[config.mk]
export PLATFORM = sky130hd
export DESIGN_NAME = fifo_rr_write_arbiter
export DESIGN_NICKNAME = d
export VERILOG_FILES = /design/src/rtl/fifo_arb_pkg.sv /design/src/rtl/rr_pick.sv /design/src/rtl/fifo_rr_write_arbiter.sv
export SDC_FILE = /design/constraint.sdc
export NUM_CORES = 1
export LEC_CHECK = 0
export CAP_MARGIN = 20
export CELL_PAD_IN_SITES_DETAIL_PLACEMENT = 1
export CELL_PAD_IN_SITES_GLOBAL_PLACEMENT = 2
export CORE_MARGIN = 5
export CORE_UTILIZATION = 14
export CTS_CLUSTER_DIAMETER = 60
export DETAILED_ROUTE_END_ITERATION = 8
export PLACE_DENSITY_LB_ADDON = 0.3
export SETUP_SLACK_MARGIN = 0.4
export SYNTH_ARGS = -nofsm -noshare
export SYNTH_HDL_FRONTEND = slang
export SYNTH_HIERARCHICAL = 1
export SYNTH_SLANG_ARGS = --single-unit
[constraint.sdc]
create_clock -name clk -period 3.1 [get_ports clk]
set_input_delay 0.465 -clock clk [delete_from_list [all_inputs] [get_ports clk]]
set_output_delay 0.465 -clock clk [all_outputs]
set_load 0.02 [all_outputs]
[src/rtl/fifo_arb_pkg.sv]
// Shared types and round-robin search helper for the FIFO write arbiters.
package fifo_arb_pkg;

   typedef enum logic {ARB_IDLE, ARB_BURST} arb_state_e;

   localparam int RR_MAX_REQ = 32;
   localparam int RR_IDX_W   = $clog2(RR_MAX_REQ);

   // First set bit of valid searching last+1 .. last, wrapping at n (need not be a power of two).
   // Scanning downwards lets the nearest candidate overwrite farther ones without an early exit.
   // Returns last when nothing is valid.
   function automatic int rr_next(input int n, input int last,
                                  input logic [RR_MAX_REQ-1:0] valid);
      int pick;
      int idx;
      pick = last;
      for (int k = RR_MAX_REQ; k >= 1; k--) begin
         idx = last + k;
         if (idx >= n) begin
            idx = idx - n;
         end
         if ((k <= n) && valid[idx[RR_IDX_W-1:0]]) begin
            pick = idx;
         end
      end
      return pick;
   endfunction

endpackage

[src/rtl/rr_pick.sv]
// Combinational round-robin picker: first valid requester after last, wrapping at NUM_REQ.
// Zero latency; no flow control of its own.
module rr_pick #(
   parameter int NUM_REQ  = 4,
   parameter int ID_WIDTH = $clog2(NUM_REQ)
) (
   input  logic [NUM_REQ-1:0]  valid,
   input  logic [ID_WIDTH-1:0] last,
   output logic [ID_WIDTH-1:0] pick,
   output logic                any
);
   import fifo_arb_pkg::*;

   logic [RR_MAX_REQ-1:0] valid_ext;

   always_comb begin
      valid_ext              = '0;
      valid_ext[NUM_REQ-1:0] = valid;
      pick                   = ID_WIDTH'(rr_next(NUM_REQ, int'(last), valid_ext));
      any                    = |valid;
   end

endmodule

[src/rtl/fifo_rr_write_arbiter.sv]
// Round-robin burst arbiter sharing one FIFO write port; grant 1 cycle after request, 1 bubble between grants.
// Bursts stall on fifo_full with the grant held; fifo_almost_full only blocks new grants.
module fifo_rr_write_arbiter #(
   parameter int NUM_REQ    = 4,
   parameter int DATA_WIDTH = 32,
   parameter int MAX_BURST  = 8,
   parameter int ID_WIDTH   = $clog2(NUM_REQ)
) (
   input  logic                           clk,
   input  logic                           rst,
   input  logic [NUM_REQ-1:0]             req_valid,
   input  logic [NUM_REQ*DATA_WIDTH-1:0]  req_data,
   input  logic [NUM_REQ-1:0]             req_last,
   output logic [NUM_REQ-1:0]             req_ready,
   output logic                           fifo_wr_en,
   output logic [ID_WIDTH+DATA_WIDTH-1:0] fifo_din,
   input  logic                           fifo_full,
   input  logic                           fifo_almost_full,
   output logic [ID_WIDTH-1:0]            grant_id,
   output logic                           busy
);
   import fifo_arb_pkg::*;

   localparam int                  CNT_W      = $clog2(MAX_BURST + 1);
   localparam logic [CNT_W-1:0]    BEAT_LIMIT = CNT_W'(MAX_BURST - 1);
   localparam logic [ID_WIDTH-1:0] LAST_RST   = ID_WIDTH'(NUM_REQ - 1);

   arb_state_e          state_q, state_d;
   logic [ID_WIDTH-1:0] owner_q, owner_d;
   logic [ID_WIDTH-1:0] last_owner_q, last_owner_d;
   logic [CNT_W-1:0]    beat_cnt_q, beat_cnt_d;

   logic [ID_WIDTH-1:0]   pick;
   logic                  pick_any;
   logic                  own_valid;
   logic                  own_last;
   logic [DATA_WIDTH-1:0] own_data;
   logic                  in_burst;
   logic                  accept;

   rr_pick #(
      .NUM_REQ  (NUM_REQ),
      .ID_WIDTH (ID_WIDTH)
   ) u_rr_pick (
      .valid (req_valid),
      .last  (last_owner_q),
      .pick  (pick),
      .any   (pick_any)
   );

   // Compare-based owner mux so an unused tag code never indexes past the request vectors.
   always_comb begin
      own_valid = 1'b0;
      own_last  = 1'b0;
      own_data  = '0;
      for (int i = 0; i < NUM_REQ; i++) begin
         if (owner_q == ID_WIDTH'(i)) begin
            own_valid = req_valid[i];
            own_last  = req_last[i];
            own_data  = req_data[i*DATA_WIDTH +: DATA_WIDTH];
         end
      end
   end

   assign in_burst = (state_q == ARB_BURST);
   assign accept   = in_burst && own_valid && !fifo_full;

   always_comb begin
      req_ready = '0;
      for (int i = 0; i < NUM_REQ; i++) begin
         req_ready[i] = in_burst && (owner_q == ID_WIDTH'(i)) && !fifo_full;
      end
   end

   assign fifo_wr_en = accept;
   assign fifo_din   = {owner_q, own_data};
   assign grant_id   = owner_q;
   assign busy       = in_burst;

   always_comb begin
      state_d      = state_q;
      owner_d      = owner_q;
      last_owner_d = last_owner_q;
      beat_cnt_d   = beat_cnt_q;
      case (state_q)
         ARB_IDLE: begin
            if (pick_any && !fifo_almost_full) begin
               owner_d      = pick;
               last_owner_d = pick;
               beat_cnt_d   = '0;
               state_d      = ARB_BURST;
            end
         end
         ARB_BURST: begin
            if (accept) begin
               beat_cnt_d = beat_cnt_q + CNT_W'(1);
               // Last beat and burst limit together still make a single exit.
               if (own_last || (beat_cnt_q == BEAT_LIMIT)) begin
                  state_d = ARB_IDLE;
               end
            end
         end
         default: state_d = ARB_IDLE;
      endcase
   end

   always_ff @(posedge clk) begin
      if (rst) begin
         state_q      <= ARB_IDLE;
         owner_q      <= '0;
         last_owner_q <= LAST_RST;
         beat_cnt_q   <= '0;
      end else begin
         state_q      <= state_d;
         owner_q      <= owner_d;
         last_owner_q <= last_owner_d;
         beat_cnt_q   <= beat_cnt_d;
      end
   end

endmodule

==> results.md <==
* Status: complete, no violations
* CTS Sinks at 9
* Initial DRT Pass Iterations at 4
* Pwr dens at approximately 320 nW/um^2
* Syn Inst Count at ~130
* Min Tclk post-route at about 2.6 ns
* Post-Syn Area at roughly 1500 sq um
* Via-to-Cell Ratio at ~4.2
* Fillers at between 1k and 1.5k
* Internal Dissipation at 0.719 mW
* Htree depth at 1
* Pwr Total at around 1.1 mW
* Clk root buf: clkbuf_8
* Synth cell types at 36
* Count leader, synth: mux4_2
* Tcrit/Tclk final at 82.6%
* Critical path endpoint category: output port
* Initial Util at 14.1%
* Final setup fails at 0
* Die width at between 100 and 150 um
* Total die area at between 10000 and 15000 sq um
* HPWL after DPL at ~8 mm
* RePlAce Congestion at slightly above 0.8
* Aggregate routed wire length at between 8 and 9 mm
* Critical path class: flip-flop to output port
* Clock Latency Late Sink at approximately 0.24 ns
* Worst-path clk slew at 0.05 ns
* Mapped Nets at 273
* Final Skew at 0.00279 ns
* Synth cell count leaders: mux4_2, nand2_1, dfxtp_1, a21oi_1, mux2i_1
* IR drop worst, VDD at approximately 0.00017 V
* Via count at roughly 1.9k
* Layout cells sized above 1 at ~17%
* Setup crit start kind: flip-flop
* Remaining Overflow, GRT at 0
* Crit path required time at 2.63 ns
* DRC at 0
* Number of global-route vias before repair at a little over 2k
* Comb power frac at around 73%
* Setup TNS at 0 ns
* Max-cap violations at 0
* Max-slew violations at 0
* Io pins at 182
* Post-CTS Setup Inserts at 0
* Area contributors post-synth: mux4_2, dfxtp_1, ha_1
* PortBufs at around 180
* Fin util at between 30% and 40%
* Routed Antenna Nets at 0
* Static Leak at between 1 and 1.5 nW
* Layout area overhead at 133%
* Synth Register Bits at 9
* Die H at 114 um
* Hold Path Depth at 2
* Max Root-Sink Buffers at 2
* CP max FO at 19
* Fin. Hold Viols at 0
* Post-synth top area cell: mux4_2
* Worst Reg-to-Reg Cells at 7
* Worst slew pin tran at between 0.5 and 0.6 ns
* Share of the synthesized area in the top cell type at 50.4%
* 1st-iter DRT viols at 39
* Ys flop type: dfxtp_1
* RSZ-0062 raised after global routing: false
* CTS tree: done
* Core Region at 10700 sq um
* TritonCTS Buffers at 3
* Std cell rows at 38
* Sw Share at between 30% and 40%
* CP arrival at between 2 and 2.5 ns
* Post-cts hold buffer count at 0
* Max-slew headroom at 65.3%
* Number of enable flip-flop cells after synthesis at 0
* Avg WL per Cell at 20.2 um
* Syn Area/Cell at between 10 and 15 sq um
* Initial antenna violation count at 1
* HP Class: flip-flop to flip-flop
* Async set or reset register ratio after synthesis at 0%
* Share of power burned in registers at between 10% and 20%
* CTS resizes at 2
* GRT Total Usage at about an eighth
* Ys Warns at 6
* Net switching power at around 0.41 mW
* First-pass GRT wire length at between 10 and 15 mm
* Final net count at 451
* Post-synthesis sequential area ratio at about an eighth
* Largest net degree at the start of global routing at 34
* Hold_ws at a little under 0.5 ns
* Clock power frac at between 10% and 20%
* Highest Clock Rate at approximately 0.39 GHz
==> path summary, 6_finish.rpt <==
| check | startpoint | to | slack, ns |
|---|---|---|---|
| max | grant_id[0] | fifo_din[24] | 0.54 |
| min | beat_cnt_q[3] | beat_cnt_q[3] | 0.48 |
| max reg2reg | last_owner_q[0] | grant_id[0] | 0.90 |
| min reg2reg | beat_cnt_q[3] | beat_cnt_q[3] | 0.48 |
==> cell type report <==
cell class / instances / area, sq um / area share, %
timing repair buffer: 186 / 1870 / 52.8
multi-input combinational: 98 / 1230 / 34.7
sequential: 9 / 185 / 5.22
tap: 140 / 175 / 4.94
clock buffer: 3 / 41.3 / 1.16
inverter: 7 / 31.3 / 0.882
clock inverter: 1 / 5.00 / 0.141
antenna: 1 / 2.50 / 0.0706
==> power groups by stage <==
stage	registers, mW	logic (mW)	clock network (mW)
after floorplan	0.145	0.431	0
after global placement	0.169	0.823	0
after detailed placement	0.170	0.828	0
after CTS	0.168	0.830	0.147
after global routing	0.172	0.867	0.153
final	0.165	0.818	0.144
==> registers in the layout (all words and copies together), names as in the netlist <==
register and count:
beat_cnt_q 4, last_owner_q 2, busy 1, grant_id 2
==> layer usage <==
metal / up-vias / wire length (um) / track usage, %
met4: 0 / 72 / 2.06
met2: 91 / 4730 / 24.0
met1: 913 / 3330 / 14.4
met3: 4 / 835 / 3.91
li1: 871 / - / -
met5: - / 0 / 0
==> critical path: stages, from the launching register on <==
cell and delay, ns:
dfxtp_4 0.55, buf_4 0.23, mux4_2 0.50, clkdlybuf4s50_1 0.57
==> cell families (layout without fill, tap and decap cells) <==
group,Yosys count,in the layout,synth area share (%)
fa+ha+maj,6,6,4.94
mux,42,42,56.0
buf+inv,20,197,7.08
xor+xnor,1,1,0.577
simple gates,34,34,11.9
compound gates,15,15,7.58
flops,9,9,11.9
other cells,0,1,0
==> cell usage in the layout (no fill, tap or decap) <==
cell             synthesis  routed
o22a_4                   1       1
clkdlybuf4s50_1          0     180
o221a_2                  1       1
nor3_1                   1       1
a2bb2oi_1                1       1
or3b_2                   1       1
nor2_1                   6       6
ha_1                     6       6
dlygate4sd2_1            0       1
inv_1                    6       6
or4_1                    1       1
dfxtp_2                  0       1
or3b_4                   1       1
nand2_1                 10      10
nor2b_1                  3       3
nand2b_1                 1       1
clkinv_2                 0       1
dfxtp_1                  9       7
and2_1                   1       1
a31oi_1                  1       1
or3_4                    1       1
a21oi_1                  7       7
buf_4                    2       3
mux4_2                  34      34
xnor2_1                  1       1
o32a_1                   1       1
a32oi_1                  2       2
nand3_1                  4       4
or3_1                    1       1
nor2_2                   1       1
diode_2                  0       1
nand4_1                  1       1
buf_12                   0       2
a31o_1                   1       1
nand3b_1                 1       1
dfxtp_4                  0       1
clkbuf_8                 0       3
clkinv_4                 1       1
mux2i_1                  7       7
mux2_4                   1       1
==> through the flow <==
stage          worst slack, ns  cell area (sq um)  std cells
2_1_floorplan             1.10               1520        127
3_3_place_gp             0.437               3490        440
3_5_place_dp             0.406               3490        440
4_1_cts                  0.490               3540        444
5_1_grt                  0.421               3540        445
6_report                 0.539               3540        445
(Power assumes the default switching activity.)
